===== src/rtl/pp_sum_216.sv =====
// pp_sum_216: final reduction of the five group sums into one product.
// A single Radix-bit adder is reused over the low and high halves of each
// operand, with the low-half carry held in a register between the two steps.
module pp_sum_216 #(
  parameter int unsigned Radix = 108
) (
  input  logic                 clk,
  input  logic                 rst_n,
  input  logic                 in_valid,
  output logic                 in_ready,
  input  logic [2*Radix-1:0]   res_0,
  input  logic [2*Radix-1:0]   res_1,
  input  logic [2*Radix-1:0]   res_2,
  input  logic [2*Radix-1:0]   res_3,
  input  logic [2*Radix-1:0]   res_4,
  output logic                 out_valid,
  input  logic                 out_ready,
  output logic [2*Radix-1:0]   prod,
  output logic                 busy
);

  localparam int unsigned Width = 2 * Radix;
  localparam int unsigned NumOps = 5;

  typedef enum logic [1:0] {
    StIdle,
    StAcc,
    StDone
  } state_e;

  state_e             r_state;
  state_e             w_state_next;

  logic [Width-1:0]   r_op [NumOps];
  logic [Width-1:0]   r_acc;
  logic [Width-1:0]   r_prod;
  logic               r_carry;
  logic               r_half;
  logic [2:0]         r_idx;

  logic               w_capture;
  logic               w_last;
  logic [Width-1:0]   w_op;
  logic [Radix-1:0]   w_add_a;
  logic [Radix-1:0]   w_add_b;
  logic               w_add_cin;
  logic [Radix:0]     w_sum;

  // Handshake and status outputs are pure decodes of the state register.
  assign in_ready  = (r_state == StIdle);
  assign out_valid = (r_state == StDone);
  assign busy      = (r_state != StIdle);
  assign prod      = r_prod;

  assign w_capture = in_valid && in_ready;
  // High-half step of the fifth operand: the accumulator is complete after it.
  assign w_last    = (r_state == StAcc) && (r_idx == 3'd4) && r_half;

  // Select the operand being accumulated this pair of cycles.
  always_comb begin
    w_op = r_op[0];
    case (r_idx)
      3'd1:    w_op = r_op[1];
      3'd2:    w_op = r_op[2];
      3'd3:    w_op = r_op[3];
      3'd4:    w_op = r_op[4];
      default: w_op = r_op[0];
    endcase
  end

  // Shared adder: low halves with no carry-in, high halves with the saved carry.
  always_comb begin
    w_add_a   = r_half ? r_acc[Width-1:Radix] : r_acc[Radix-1:0];
    w_add_b   = r_half ? w_op[Width-1:Radix]  : w_op[Radix-1:0];
    w_add_cin = r_half & r_carry;
    w_sum     = {1'b0, w_add_a} + {1'b0, w_add_b} + {{Radix{1'b0}}, w_add_cin};
  end

  // State register.
  always_ff @(posedge clk or negedge rst_n) begin
    if (!rst_n) begin
      r_state <= StIdle;
    end else begin
      r_state <= w_state_next;
    end
  end

  // Next-state decode: IDLE -> ACC on capture, ACC -> DONE after the last step,
  // DONE -> IDLE once the consumer takes the product.
  always_comb begin
    w_state_next = r_state;
    case (r_state)
      StIdle: begin
        if (in_valid) begin
          w_state_next = StAcc;
        end
      end
      StAcc: begin
        if ((r_idx == 3'd4) && r_half) begin
          w_state_next = StDone;
        end
      end
      StDone: begin
        if (out_ready) begin
          w_state_next = StIdle;
        end
      end
      default: w_state_next = StIdle;
    endcase
  end

  // Operand capture; upstream may change res_* freely once this has happened.
  always_ff @(posedge clk or negedge rst_n) begin
    if (!rst_n) begin
      for (int i = 0; i < NumOps; i++) begin
        r_op[i] <= '0;
      end
    end else if (w_capture) begin
      r_op[0] <= res_0;
      r_op[1] <= res_1;
      r_op[2] <= res_2;
      r_op[3] <= res_3;
      r_op[4] <= res_4;
    end
  end

  // Accumulator, carry and step counters; one adder operation per ACC cycle.
  always_ff @(posedge clk or negedge rst_n) begin
    if (!rst_n) begin
      r_acc   <= '0;
      r_carry <= 1'b0;
      r_half  <= 1'b0;
      r_idx   <= 3'd0;
    end else if (w_capture) begin
      r_acc   <= '0;
      r_carry <= 1'b0;
      r_half  <= 1'b0;
      r_idx   <= 3'd0;
    end else if (r_state == StAcc) begin
      if (!r_half) begin
        r_acc[Radix-1:0] <= w_sum[Radix-1:0];
        r_carry          <= w_sum[Radix];
        r_half           <= 1'b1;
      end else begin
        // Carry out of the top half is dropped: the result is modulo 2^Width.
        r_acc[Width-1:Radix] <= w_sum[Radix-1:0];
        r_carry              <= 1'b0;
        r_half               <= 1'b0;
        r_idx                <= r_idx + 3'd1;
      end
    end
  end

  // Product register, loaded with the completed sum and held through DONE.
  always_ff @(posedge clk or negedge rst_n) begin
    if (!rst_n) begin
      r_prod <= '0;
    end else if (w_last) begin
      r_prod <= {w_sum[Radix-1:0], r_acc[Radix-1:0]};
    end
  end

  // A stalled product must not move, and the block never offers both sides.
  a_prod_hold : assert property (@(posedge clk) disable iff (!rst_n)
    (out_valid && !out_ready) |=> (out_valid && $stable(prod)));

  a_ready_excl : assert property (@(posedge clk) disable iff (!rst_n)
    !(in_ready && out_valid));

endmodule


===== config.mk =====
export PLATFORM = sky130hd
export DESIGN_NAME = pp_sum_216
export DESIGN_NICKNAME = d
export VERILOG_FILES = /design/src/rtl/pp_sum_216.sv
export SDC_FILE = /design/constraint.sdc
export NUM_CORES = 2
export LEC_CHECK = 0
export ABC_AREA = 1
export CAP_MARGIN = 40
export CELL_PAD_IN_SITES_DETAIL_PLACEMENT = 1
export CELL_PAD_IN_SITES_GLOBAL_PLACEMENT = 1
export CORE_ASPECT_RATIO = 1.5
export CORE_UTILIZATION = 30
export DETAILED_ROUTE_END_ITERATION = 8
export GPL_ROUTABILITY_DRIVEN = 0
export PLACE_DENSITY = 0.67
export SLEW_MARGIN = 20
export SYNTH_ARGS = -nofsm -noshare
export SYNTH_HDL_FRONTEND = slang
export SYNTH_SLANG_ARGS = --single-unit
export TNS_END_PERCENT = 1

===== constraint.sdc =====
create_clock -name clk -period 5 [get_ports clk]
set_input_delay 1 -clock clk [delete_from_list [all_inputs] [get_ports clk]]
set_output_delay 1 -clock clk [all_outputs]
set_load 0.1 [all_outputs]

==> reports/metrics.csv <==
stage,metric,value,unit
cells_and_area,drive_above_1_share,10.7,%
routing,post_drt_wl_per_cell,27.2,µm
worst_setup_path,cp_cell_sequence,ha_1 -> ha_4 -> buf_12 -> buf_12 -> nand2_1 -> nand4_1 -> a21oi_1 -> a32oi_1 -> buf_4 -> ha_1 -> nand2_1 -> nor2_2 -> nand2_1 -> nor4_1 -> buf_4 -> nand3_1 -> buf_4 -> nand3_1 -> nand2_1 -> nand2_1 -> nand3_1 -> nand2_1,
synthesis,yosys-top-cells-area,"dfrtp_1 49%, nand2_1 27%, o21ai_0 4.2%",
grt,grt_pass1_wl,623000,µm
power_and_ir_drop,max-vdd-ir-drop,0.560,mV
grt,grt_max_degree,179,
timing,timing.hold.ws,0.0809,ns
power_and_ir_drop,pwr_density_cell,961,nW/µm²
cts,cts.sinks,1519,
timing,maxSlewHeadroom,22.4,%
timing,worstMarginPinSlew,1.16,ns
timing,setup_violations,0,
cts,numCtsBuffers,170,
synthesis,synth.avg_cell_area,7.14,µm²
synthesis,syn-num-nets,12124,
synthesis,yosysMostFrequentCell,nand2_1,
synthesis,async_flop_share,100,%
worst_setup_path,r2r-end,r_acc[82],
placement,dp_hpwl,350000,µm
synthesis,synth_edf_count,0,
worst_setup_path,critPathCaptureType,register,
grt,antenna_found_initial,139,
cells_and_area,nNetsFinal,13873,
cts,clock_latency,0.86,ns
synthesis,synth_cells,10926,
placement,port-buffer-count,1302,
timing,slew_viol_final,0,
grt,gr-total-overflow,0,
synthesis,synth_cell_types,41,
worst_setup_path,critPathKind,reg2reg,
cts,cts_max_level,4,
synthesis,synth_seq_cells,1519,
worst_setup_path,crit_top_cell,nand2_1,
cells_and_area,synthToLayoutAreaGrowth,40.0,%
timing,grt_setup_unrepaired,true,
timing,fin_ws,0.0213,ns
hold_path,hp-class,in2async,
timing,fin_skew,0.0731,ns
worst_setup_path,critical_path_required,5.75,ns
cts,cts_root_buf,clkbuf_16,
cts,cts_tree,done,
synthesis,yosys-top-cells-count,"5649 x nand2_1, 1519 x dfrtp_1, 843 x inv_1",
grt,grt_pass1_vias,87001,
floorplan,die-width,418,µm
routing,via_per_inst,5.11,
routing,drt-initial-drc-count,7108,
power_and_ir_drop,pwr-share-clk,12.1,%
routing,drt-total-wl,444000,µm
floorplan,dieArea,262000,µm²
power_and_ir_drop,swShare,52.8,%
synthesis,yosysTopAreaCellShare,48.7,%
synthesis,yosysTopAreaCell,dfrtp_1,
worst_setup_path,worstSetupStartpointType,register,
power_and_ir_drop,p_seq_share,21.3,%
routing,vias,83392,
worst_setup_path,max_stage_delay,0.44,ns
routing,drt_first_pass_iters,6,
synthesis,yosysSeqAreaShare,48.7,%
floorplan,die_y,627,µm
timing,clock.fmax,201,MHz
worst_setup_path,r2r-start,r_idx[0],
synthesis,synth-main-ff-cell,dfrtp_1,
worst_setup_path,reg2reg_slack,0.02,ns
outcome,run_status,completed,
placement,place_ws,-0.363,ns
floorplan,start_util,30.3,%
worst_setup_path,critPathSlowestCell,dfrtp_2,
power_and_ir_drop,p_sw,0.0554,W
cells_and_area,nFillCells,31692,
cts,cts.clk_slew.worst_paths,0.06,ns
timing,finalCriticalPeriod,4.98,ns
timing,post-route-period-util,99.6,%
floorplan,pin_count,1303,
synthesis,yosys_warnings,0,
worst_setup_path,reg2reg_depth,22,
routing,antenna_left,0,
worst_setup_path,crit_arrival,5.73,ns
timing,hold_viol,0,
routing,drc,0,
flow_run,drv_cap,0,
synthesis,netlist_area,78000,µm²
grt,grtUsageTotal,33.1,%
power_and_ir_drop,p_int,0.0496,W
power_and_ir_drop,p_leak,55.2,nW
worst_setup_path,critical_path.max_fanout,34,
power_and_ir_drop,power_frac_comb,66.6,%
cts,ctsLongestPathBuffers,4,
floorplan,row_count,228,
floorplan,design.core.area,258000,µm²
sequential cells by signal, summed over array words and instances (netlist names):
register and cells:
r_acc 216, r_half 1, r_idx 3, r_op 1080, r_state 2, prod 216
r_carry 1
layout by cell type, fill, tap and decap left out, types with 13 or more instances in the layout:
master,Yosys,layout
inv_2,22,19
nor2_2,21,33
o21ai_0,648,627
nor2_1,239,223
a32oi_1,107,78
clkbuf_16,0,173
nand2_1,5649,5627
a32oi_2,0,29
inv_1,843,840
diode_2,0,86
nand2_2,7,24
clkdlybuf4s50_1,0,1237
nand3_1,638,632
buf_8,0,63
o21ai_1,51,69
buf_12,0,96
clkbuf_8,0,34
buf_16,0,96
clkbuf_1,431,35
ha_1,112,106
and2_1,13,13
nand4_1,142,142
xor2_1,44,40
dfrtp_1,1519,1517
buf_4,0,666
a21oi_1,190,184
clkinv_2,0,25
nand3_2,11,15
metrics by stage:
step                      total power (W)  instance area, µm²  instances  TNS [ns]  utilization [%]
after floorplan                    0.0549               78000      10926         0                -
after global placement             0.0858               99400      15787     -3.43             38.6
after detailed placement           0.0901              103000      15945    -14.91             39.9
after CTS                           0.103              109000      16233     -1.04             42.1
after global routing                0.111              109000      16312    -0.420             42.3
final                               0.105              109000      16326         0             42.4
repair_timing:
item	in CTS	in global routing
gates cloned	0	3
resized for setup	30	97
setup buffers	1	4
pin swaps	3	9
endpoints found under the setup margin	162	214
hold buffers	0	0
worst max-delay path by stage:
stage               startpoint          to  depth (start not counted)
finish                r_idx[0]   r_acc[82]                         22
global route          r_idx[1]   r_acc[81]                         27
CTS                   r_idx[0]     r_carry                         26
detailed placement    r_idx[0]  r_acc[194]                         22
global placement      r_idx[0]     r_carry                         25
floorplan             r_idx[2]   r_acc[62]                         25
cells by family (layout without fill, tap and decap cells):
| group | Yosys count | count (layout) | synth area share, % |
|---|---|---|---|
| multiplexers | 1 | 1 | 0.0128 |
| XOR/XNOR | 61 | 61 | 0.733 |
| flip-flops | 1519 | 1519 | 48.7 |
| buffers and inverters | 1453 | 3317 | 7.15 |
| AND/OR/NAND/NOR | 6761 | 6761 | 34.4 |
| other | 0 | 86 | 0 |
| AO/OA/AOI/OAI | 1017 | 1017 | 7.10 |
| adder cells (fa/ha/maj) | 114 | 114 | 1.85 |
critical path, delay by kind of cell (launching register included):
kind | cells | cell delay [ns]
simple gates | 12 | 2.16
buf+inv | 5 | 0.95
fa+ha+maj | 3 | 0.89
flops | 1 | 0.44
compound gates | 2 | 0.37
layout make-up:
type                    instances  area, µm²  area share [%]
flip-flops and latches       1519      38000            34.8
multi-input cells            7954      35000            32.1
repair buffers               2161      22900            21.0
clock buffers                 240       4880            4.47
well taps                    3450       4320            3.95
inverters                     868       3300            3.02
clock inverters                47        515           0.472
diodes                         86        215           0.197
repair inverters                1       8.76         0.00802
per-layer routing:
metal  vias to the layer above  track usage, %  routed length (µm)
li1                      37553               -                   -
met1                     41661            39.6              173000
met2                      3154            53.4              207000
met3                       980            5.21               24400
met4                        44            24.9               39000
met5                         -               0                 271
power by group through the flow:
stage,combinational [W],sequential (W),clock [W]
finish,0.0699,0.0223,0.0127
global route,0.0743,0.0229,0.0133
CTS,0.0683,0.0222,0.0129
detailed placement,0.0678,0.0223,0
global placement,0.0637,0.0221,0
floorplan,0.0286,0.0263,0
Power figures use the tool's default switching activity.
